==> config.mk <==
export PLATFORM = sky130hd
export DESIGN_NAME = vrs_rate_fetch_ctrl
export DESIGN_NICKNAME = d
export VERILOG_FILES = /design/src/rtl/vrs_pkg.sv /design/src/rtl/vrs_rate_tag_cache.sv /design/src/rtl/vrs_rate_fetch_ctrl.sv
export SDC_FILE = /design/constraint.sdc
export NUM_CORES = 1
export LEC_CHECK = 0
export ABC_CLOCK_PERIOD_IN_PS = 3900
export BUFFER_PORTS_ARGS = -buffer_cell sky130_fd_sc_hd__buf_2
export CAP_MARGIN = 20
export CORE_ASPECT_RATIO = 0.9
export CORE_MARGIN = 5
export CORE_UTILIZATION = 57
export DETAILED_ROUTE_END_ITERATION = 10
export PLACE_DENSITY = 0.88
export SLEW_MARGIN = 20
export SYNTH_ARGS = -nofsm -noshare
export SYNTH_HDL_FRONTEND = slang
export SYNTH_HIERARCHICAL = 1
export SYNTH_SLANG_ARGS = --single-unit
==> constraint.sdc <==
create_clock -name clk -period 3.9 [get_ports clk]
set_input_delay 0.78 -clock clk [delete_from_list [all_inputs] [get_ports clk]]
set_output_delay 0.78 -clock clk [all_outputs]
set_load 0.02 [all_outputs]
==> src/rtl/vrs_pkg.sv <==
`default_nettype none
// ============================================================================
// Module  : vrs_pkg
// Brief   : Shared rate encodings, fetch FSM state codes and rate helpers
// Revision: 1.0 - initial release
// ============================================================================
package vrs_pkg;

    typedef enum logic [2:0] {
        RATE_1X1 = 3'd0,
        RATE_1X2 = 3'd1,
        RATE_2X2 = 3'd2,
        RATE_3X3 = 3'd3,
        RATE_4X4 = 3'd4
    } rate_e;

    localparam logic [2:0] RATE_MAX = 3'd4;

    typedef logic [1:0] fetch_state_e;
    localparam fetch_state_e IDLE = 2'd0;
    localparam fetch_state_e REQ  = 2'd1;
    localparam fetch_state_e WAIT = 2'd2;
    localparam fetch_state_e OUT  = 2'd3;

    // Encodings 5..7 are not legal rates; treat them as the coarsest rate.
    function automatic logic [2:0] clamp_rate(input logic [2:0] v);
        return (v > RATE_MAX) ? RATE_MAX : v;
    endfunction

    function automatic logic [2:0] max_rate(input logic [2:0] a, input logic [2:0] b);
        return (a > b) ? a : b;
    endfunction

endpackage
`default_nettype wire

==> src/rtl/vrs_rate_tag_cache.sv <==
`default_nettype none
// ============================================================================
// Module  : vrs_rate_tag_cache
// Brief   : Fully-associative tile-rate cache, round-robin fill, flash flush
// Revision: 1.0 - initial release
// ============================================================================
module vrs_rate_tag_cache
    import vrs_pkg::*;
#(
    parameter int TAG_W   = 24,
    parameter int ENTRIES = 4
) (
    input  logic             clk,
    input  logic             rst,
    input  logic [TAG_W-1:0] i_lookup_tag,
    output logic             o_lookup_hit,
    output logic [2:0]       o_lookup_rate,
    input  logic             i_fill_en,
    input  logic [TAG_W-1:0] i_fill_tag,
    input  logic [2:0]       i_fill_rate,
    input  logic             i_invalidate
);

    localparam int c_ptr_w = (ENTRIES > 1) ? $clog2(ENTRIES) : 1;

    logic [TAG_W-1:0]   r_tag  [ENTRIES];
    logic [2:0]         r_rate [ENTRIES];
    logic [ENTRIES-1:0] r_valid;
    logic [c_ptr_w-1:0] r_ptr;
    logic [ENTRIES-1:0] w_match;
    logic               w_write;

    generate
        for (genvar i = 0; i < ENTRIES; i++) begin : g_match
            assign w_match[i] = r_valid[i] && (r_tag[i] == i_lookup_tag);
        end
    endgenerate

    always_comb begin
        o_lookup_hit  = |w_match;
        o_lookup_rate = RATE_1X1;
        for (int i = 0; i < ENTRIES; i++) begin
            if (w_match[i]) o_lookup_rate = r_rate[i];
        end
    end

    // A flush in the same cycle as a fill discards the fill.
    assign w_write = i_fill_en && !i_invalidate;

    always_ff @(posedge clk) begin
        if (rst) begin
            r_valid <= '0;
            r_ptr   <= '0;
        end else if (i_invalidate) begin
            r_valid <= '0;
            r_ptr   <= '0;
        end else if (w_write) begin
            r_valid[r_ptr] <= 1'b1;
            r_ptr          <= r_ptr + 1'b1;
        end
    end

    always_ff @(posedge clk) begin
        if (w_write) begin
            r_tag[r_ptr]  <= i_fill_tag;
            r_rate[r_ptr] <= i_fill_rate;
        end
    end

endmodule
`default_nettype wire

==> src/rtl/vrs_rate_fetch_ctrl.sv <==
`default_nettype none
// ============================================================================
// Module  : vrs_rate_fetch_ctrl
// Brief   : Per-fragment shading-rate resolve via tile cache + image lookup.
//           VRS_FETCH_COMBINER_EN adds draw_rate, combined coarsest-wins.
// Revision: 1.0 - initial release
// ============================================================================
module vrs_rate_fetch_ctrl
    import vrs_pkg::*;
#(
    parameter int TILE_SHIFT     = 4,
    parameter int CACHE_ENTRIES  = 4,
    parameter int TIMEOUT_CYCLES = 64
) (
    input  logic        clk,
    input  logic        rst,
    input  logic        frag_in_valid,
    output logic        frag_in_ready,
    input  logic [15:0] frag_x,
    input  logic [15:0] frag_y,
    input  logic        invalidate,
`ifdef VRS_FETCH_COMBINER_EN
    input  logic [2:0]  draw_rate,
`endif
    output logic        img_req,
    output logic [15:0] img_x,
    output logic [15:0] img_y,
    input  logic [2:0]  img_value,
    input  logic        img_valid,
    output logic        frag_out_valid,
    input  logic        frag_out_ready,
    output logic [15:0] frag_out_x,
    output logic [15:0] frag_out_y,
    output logic [2:0]  frag_out_rate,
    output logic        err_timeout,
    output logic [31:0] perf_hits,
    output logic [31:0] perf_misses,
    output logic [31:0] perf_timeouts
);

    localparam int               c_tag_w     = 2 * (16 - TILE_SHIFT);
    localparam int               c_tmo_w     = $clog2(TIMEOUT_CYCLES + 1);
    localparam logic [c_tmo_w-1:0] c_tmo_last = c_tmo_w'(TIMEOUT_CYCLES - 1);
    localparam logic [15:0]      c_tile_mask = ~((16'd1 << TILE_SHIFT) - 16'd1);

    fetch_state_e       r_state, w_next;
    logic [15:0]        r_frag_x, r_frag_y, r_img_x, r_img_y;
    logic [15:0]        r_out_x, r_out_y;
    logic [2:0]         r_draw, r_rate, r_out_rate;
    logic               r_out_valid, r_err_timeout, r_flushed;
    logic [c_tmo_w-1:0] r_tmo_cnt;
    logic [31:0]        r_hits, r_misses, r_timeouts;

    logic               w_accept, w_hit, w_out_free, w_tmo, w_resp;
    logic               w_hit_load, w_out_load, w_fill_en, w_img_req;
    logic [2:0]         w_hit_rate, w_draw_now;
    logic [c_tag_w-1:0] w_lookup_tag, w_fill_tag;

`ifdef VRS_FETCH_COMBINER_EN
    assign w_draw_now = clamp_rate(draw_rate);
`else
    assign w_draw_now = RATE_1X1;
`endif

    assign w_out_free   = !r_out_valid || frag_out_ready;
    assign w_accept     = frag_in_valid && frag_in_ready;
    assign w_lookup_tag = {frag_x[15:TILE_SHIFT], frag_y[15:TILE_SHIFT]};
    assign w_fill_tag   = {r_frag_x[15:TILE_SHIFT], r_frag_y[15:TILE_SHIFT]};

    vrs_rate_tag_cache #(
        .TAG_W   (c_tag_w),
        .ENTRIES (CACHE_ENTRIES)
    ) u_cache (
        .clk           (clk),
        .rst           (rst),
        .i_lookup_tag  (w_lookup_tag),
        .o_lookup_hit  (w_hit),
        .o_lookup_rate (w_hit_rate),
        .i_fill_en     (w_fill_en),
        .i_fill_tag    (w_fill_tag),
        .i_fill_rate   (clamp_rate(img_value)),
        .i_invalidate  (invalidate)
    );

    always_ff @(posedge clk) begin
        if (rst) r_state <= IDLE;
        else     r_state <= w_next;
    end

    always_comb begin
        w_next = r_state;
        case (r_state)
            IDLE:    if (w_accept && !w_hit) w_next = REQ;
            REQ:     w_next = WAIT;
            WAIT:    if (img_valid || w_tmo) w_next = OUT;
            OUT:     if (w_out_free) w_next = IDLE;
            default: w_next = IDLE;
        endcase
    end

    always_comb begin
        frag_in_ready = (r_state == IDLE) && w_out_free;
        w_img_req     = (r_state == REQ);
        w_resp        = (r_state == WAIT) && img_valid;
        w_tmo         = (r_state == WAIT) && !img_valid && (r_tmo_cnt == c_tmo_last);
        // A response to a lookup that straddled a flush belongs to the old image.
        w_fill_en     = w_resp && !r_flushed;
        w_hit_load    = (r_state == IDLE) && w_accept && w_hit;
        w_out_load    = w_hit_load || ((r_state == OUT) && w_out_free);
    end

    always_ff @(posedge clk) begin
        if (rst) begin
            r_frag_x      <= '0;
            r_frag_y      <= '0;
            r_img_x       <= '0;
            r_img_y       <= '0;
            r_draw        <= '0;
            r_rate        <= '0;
            r_flushed     <= 1'b0;
            r_tmo_cnt     <= '0;
            r_err_timeout <= 1'b0;
            r_out_valid   <= 1'b0;
            r_out_x       <= '0;
            r_out_y       <= '0;
            r_out_rate    <= '0;
            r_hits        <= '0;
            r_misses      <= '0;
            r_timeouts    <= '0;
        end else begin
            r_err_timeout <= w_tmo;
            if (w_accept) begin
                r_frag_x <= frag_x;
                r_frag_y <= frag_y;
                r_draw   <= w_draw_now;
            end
            if (w_accept && !w_hit) begin
                r_img_x   <= frag_x & c_tile_mask;
                r_img_y   <= frag_y & c_tile_mask;
                r_flushed <= 1'b0;
                r_misses  <= r_misses + 32'd1;
            end else if (invalidate && (r_state == REQ || r_state == WAIT)) begin
                r_flushed <= 1'b1;
            end
            if (w_hit_load) r_hits <= r_hits + 32'd1;
            if (w_tmo)      r_timeouts <= r_timeouts + 32'd1;

            if (r_state == REQ)       r_tmo_cnt <= '0;
            else if (r_state == WAIT) r_tmo_cnt <= r_tmo_cnt + 1'b1;

            if (w_resp)     r_rate <= max_rate(clamp_rate(img_value), r_draw);
            else if (w_tmo) r_rate <= max_rate(RATE_1X1, r_draw);

            if (w_out_load) begin
                r_out_valid <= 1'b1;
                r_out_x     <= w_hit_load ? frag_x : r_frag_x;
                r_out_y     <= w_hit_load ? frag_y : r_frag_y;
                r_out_rate  <= w_hit_load ? max_rate(w_hit_rate, w_draw_now) : r_rate;
            end else if (frag_out_ready) begin
                r_out_valid <= 1'b0;
            end
        end
    end

    assign img_req        = w_img_req;
    assign img_x          = r_img_x;
    assign img_y          = r_img_y;
    assign frag_out_valid = r_out_valid;
    assign frag_out_x     = r_out_x;
    assign frag_out_y     = r_out_y;
    assign frag_out_rate  = r_out_rate;
    assign err_timeout    = r_err_timeout;
    assign perf_hits      = r_hits;
    assign perf_misses    = r_misses;
    assign perf_timeouts  = r_timeouts;

endmodule
`default_nettype wire

==> results_dict.tcl <==
set metrics [dict create \
    die_w_um 172.3 \
    relSlewSlack_pct 24.07 \
    min_path_type "flop to flop" \
    nNetsFinal 1608 \
    grt_util_met3_pct 4.966 \
    synth_cells 1359 \
    fillCellCount 1699 \
    numCtsBuffers 31 \
    wire_per_inst_um 19.90 \
    setup_tns_ns 0 \
    dr.pass1.iters 6 \
    cts_hold_buf 0 \
    std_cell_rows 53 \
    ys_seq_area_share_pct 54.84 \
    drv_slew 0 \
    ys_warn_count 6 \
    synthTopCellsByArea "dfxtp_1 31%, edfxtp_1 24%, xnor2_1 8.6%" \
    required_ns 4.29 \
    arrival_ns 3.92 \
    dp_hpwl_um 25740 \
    ctsResizeCount 0 \
    synth.avg_cell_area_um2 9.940 \
    synth_top_area_cell "dfxtp_1" \
    antenna_found_initial 0 \
    area.growth.synth_to_final_pct 17.97 \
    powerDensity_nw_per_um2 490.7 \
    gp_congestion 0.9725 \
    r2r_cells 12 \
    core_area_um2 23340 \
    clock-root-buffer "clkbuf_16" \
    die_h_um 156.0 \
    crit_chain "xnor2_1, nand4_1, nor4_1, buf_4, nand2_1, nand4b_1, nand4_1, or4_1, buf_4, nor3_1, xnor2_1, nor2_1" \
    grtUsageTotal_pct 27.16 \
    fin_crit_ns 3.521 \
    synth-edff-count 108 \
    setup_viol 0 \
    crit_path_start "u_cache/r_tag[0][0]" \
    p_comb_share_pct 12.6 \
    cts-htree-levels 1 \
    multi_input_area_um2 5663 \
    first_global_vias 10610 \
    hold_viol 0 \
    worst_setup_path_start_kind "flop" \
    grt_setup_unrepaired "false" \
    wirelength_um 37440 \
    port_buffers 199 \
    numClockSinks 316 \
    layout_common_cells "208 x dfxtp_1, 198 x buf_2, 196 x nand2_1, 133 x xnor2_1, 132 x nor2_1" \
    antenna_cells 0 \
    status "completed" \
    cts_tree "done" \
    grt_max_degree 142 \
    min_path_cells 2 \
    clkTransAtPathRegs_ns 0.06 \
    timing.max_cap.violations 0 \
    ys_types 53 \
    vias_per_cell 5.965 \
    drt_iter0_drc 1155 \
    seqPwrFrac_pct 48.4 \
    pin_count 208 \
    post-route-period-util_pct 90.29 \
    initial_utilization_pct 57.87 \
    cp_slowest_cell "or4_1" \
    cp_max_fo 9 \
    timing.rr.start "u_cache/r_tag[0][0]" \
    total_power_w 0.007819 \
    grt_pass1_wl_um 58420 \
    met1_usage_pct 37.93 \
    clock_power_share_pct 39.0 \
    seq_area_um2 7407 \
    drive_gt1_share_pct 20.46 \
    sw_frac_of_total_pct 26.83 \
    internal_power_w 0.005722 \
    ys_async_sr_fraction_pct 0 \
    dieArea_um2 26880 \
    layout_commonest_cell "dfxtp_1" \
    fmax_mhz 284.0 \
    synth_top_area_share_pct 30.83 \
    netlist_area_um2 13510 \
    p_switching_w 0.002098 \
    clock_tree.buffer_depth 3 \
    p_leak_nw 5.919 \
    grt.overflow.total 0 \
    post_cts_buffers 0 \
    peakVddDrop_mv 0.3999 \
    remaining_drc_errors 0 \
    grt_util_met2_pct 42.38 \
    slowest_delay_ns 0.54 \
    synth_ff_type "dfxtp_1" \
    hp-start "img_x[8]" \
    clk_latency_ns 0.56 \
    critPathKind "flop to flop" \
    worstMarginPinSlew_ns 1.139 \
    skew_ns 0.01403 \
    ant_nets 0 \
    ys_ff_latch 316 \
    grt-busiest-layer "met2" \
    num_vias 11220 \
    end_kind "flop" \
]
==> through the flow <==
stage	utilization, %	instances	setup WS (ns)	instance area (µm²)	hold slack (ns)
floorplan	-	1366	0.4373	13530	0.4366
global placement	63.75	1824	0.1078	14880	0.4422
detailed placement	63.75	1824	0.01800	14880	0.4437
CTS	68.27	1881	0.5066	15940	0.4518
global route	68.27	1881	0.2257	15940	0.4657
finish	68.27	1881	0.3788	15940	0.4508
==> cell type report <==
| cell class | instances | share of cell area, % |
|---|---|---|
| multi-input cells | 943 | 35.54 |
| clock buffers | 47 | 5.967 |
| clock inverters | 10 | 0.6517 |
| flip-flops and latches | 316 | 46.48 |
| repair buffers | 243 | 8.519 |
| well taps | 302 | 2.371 |
| inverters | 20 | 0.4711 |
==> worst paths after layout <==
| path | endpoint | slack, ns |
|---|---|---|
| worst max-delay path | perf_hits[23] | 0.38 |
| worst min-delay path | img_x[8] | 0.45 |
| worst max register to register | perf_hits[23] | 0.38 |
| worst min register to register | img_x[8] | 0.45 |
==> cells by family (layout without fill, tap and decap cells) <==
group | after synthesis | after routing | synth area share [%]
DFF | 316 | 316 | 54.84
muxes | 4 | 4 | 0.2964
xor gates and xnor gates | 179 | 179 | 11.66
and+or+nand+nor | 597 | 597 | 21.97
other | 1 | 8 | 0.02776
buffers and inverters | 107 | 320 | 3.566
AOI/OAI and AO/OA | 143 | 143 | 6.530
adders and majority gates | 12 | 12 | 1.111
==> sequential cells by signal, summed over array words and instances, names as in the netlist, 2 cells and up <==
register and count:
perf_misses 32, u_cache/r_rate 12, r_frag_y 16, r_rate 3, r_state 2, frag_out_y 16, perf_hits 32, img_x 12
r_tmo_cnt 7, frag_out_rate 3, img_y 12, u_cache/r_tag 96, perf_timeouts 32, r_frag_x 16, u_cache/r_valid 4, frag_out_x 16
u_cache/r_ptr 2
==> power by group through the flow <==
| stage | logic, W | clock network (W) | registers, W |
|---|---|---|---|
| floorplan | 0.000514 | 0 | 0.00388 |
| global placement | 0.000942 | 0 | 0.00384 |
| detailed placement | 0.000968 | 0 | 0.00385 |
| CTS | 0.000975 | 0.00308 | 0.00378 |
| global route | 0.00106 | 0.00322 | 0.00381 |
| finish | 0.000982 | 0.00305 | 0.00379 |
==> layer usage <==
metal	share of wire (%)	wire length [µm]
met5	0	0
met4	4.2	1559
met3	9.4	3534
met2	45	16990
met1	41	15350
==> critical path: cells and delay by family (launching register included) <==
family | cells | cell delay [ns]
and+or+nand+nor | 8 | 2.00
DFF | 1 | 0.38
xor gates and xnor gates | 2 | 0.55
buffers and inverters | 2 | 0.43
==> synth_stat cells (all sizes together), types with 13 or more instances <==
cell	number
inv	20
a311oi	35
nor3	43
edfxtp	108
or3	18
clkbuf	61
buf	26
nor2	133
dfxtp	208
xnor2	134
and4	13
o21ai	18
nand2	197
nand3	64
a21oi	78
nor4	35
xor2	45
nand4	48
Power figures use the tool's default switching activity.
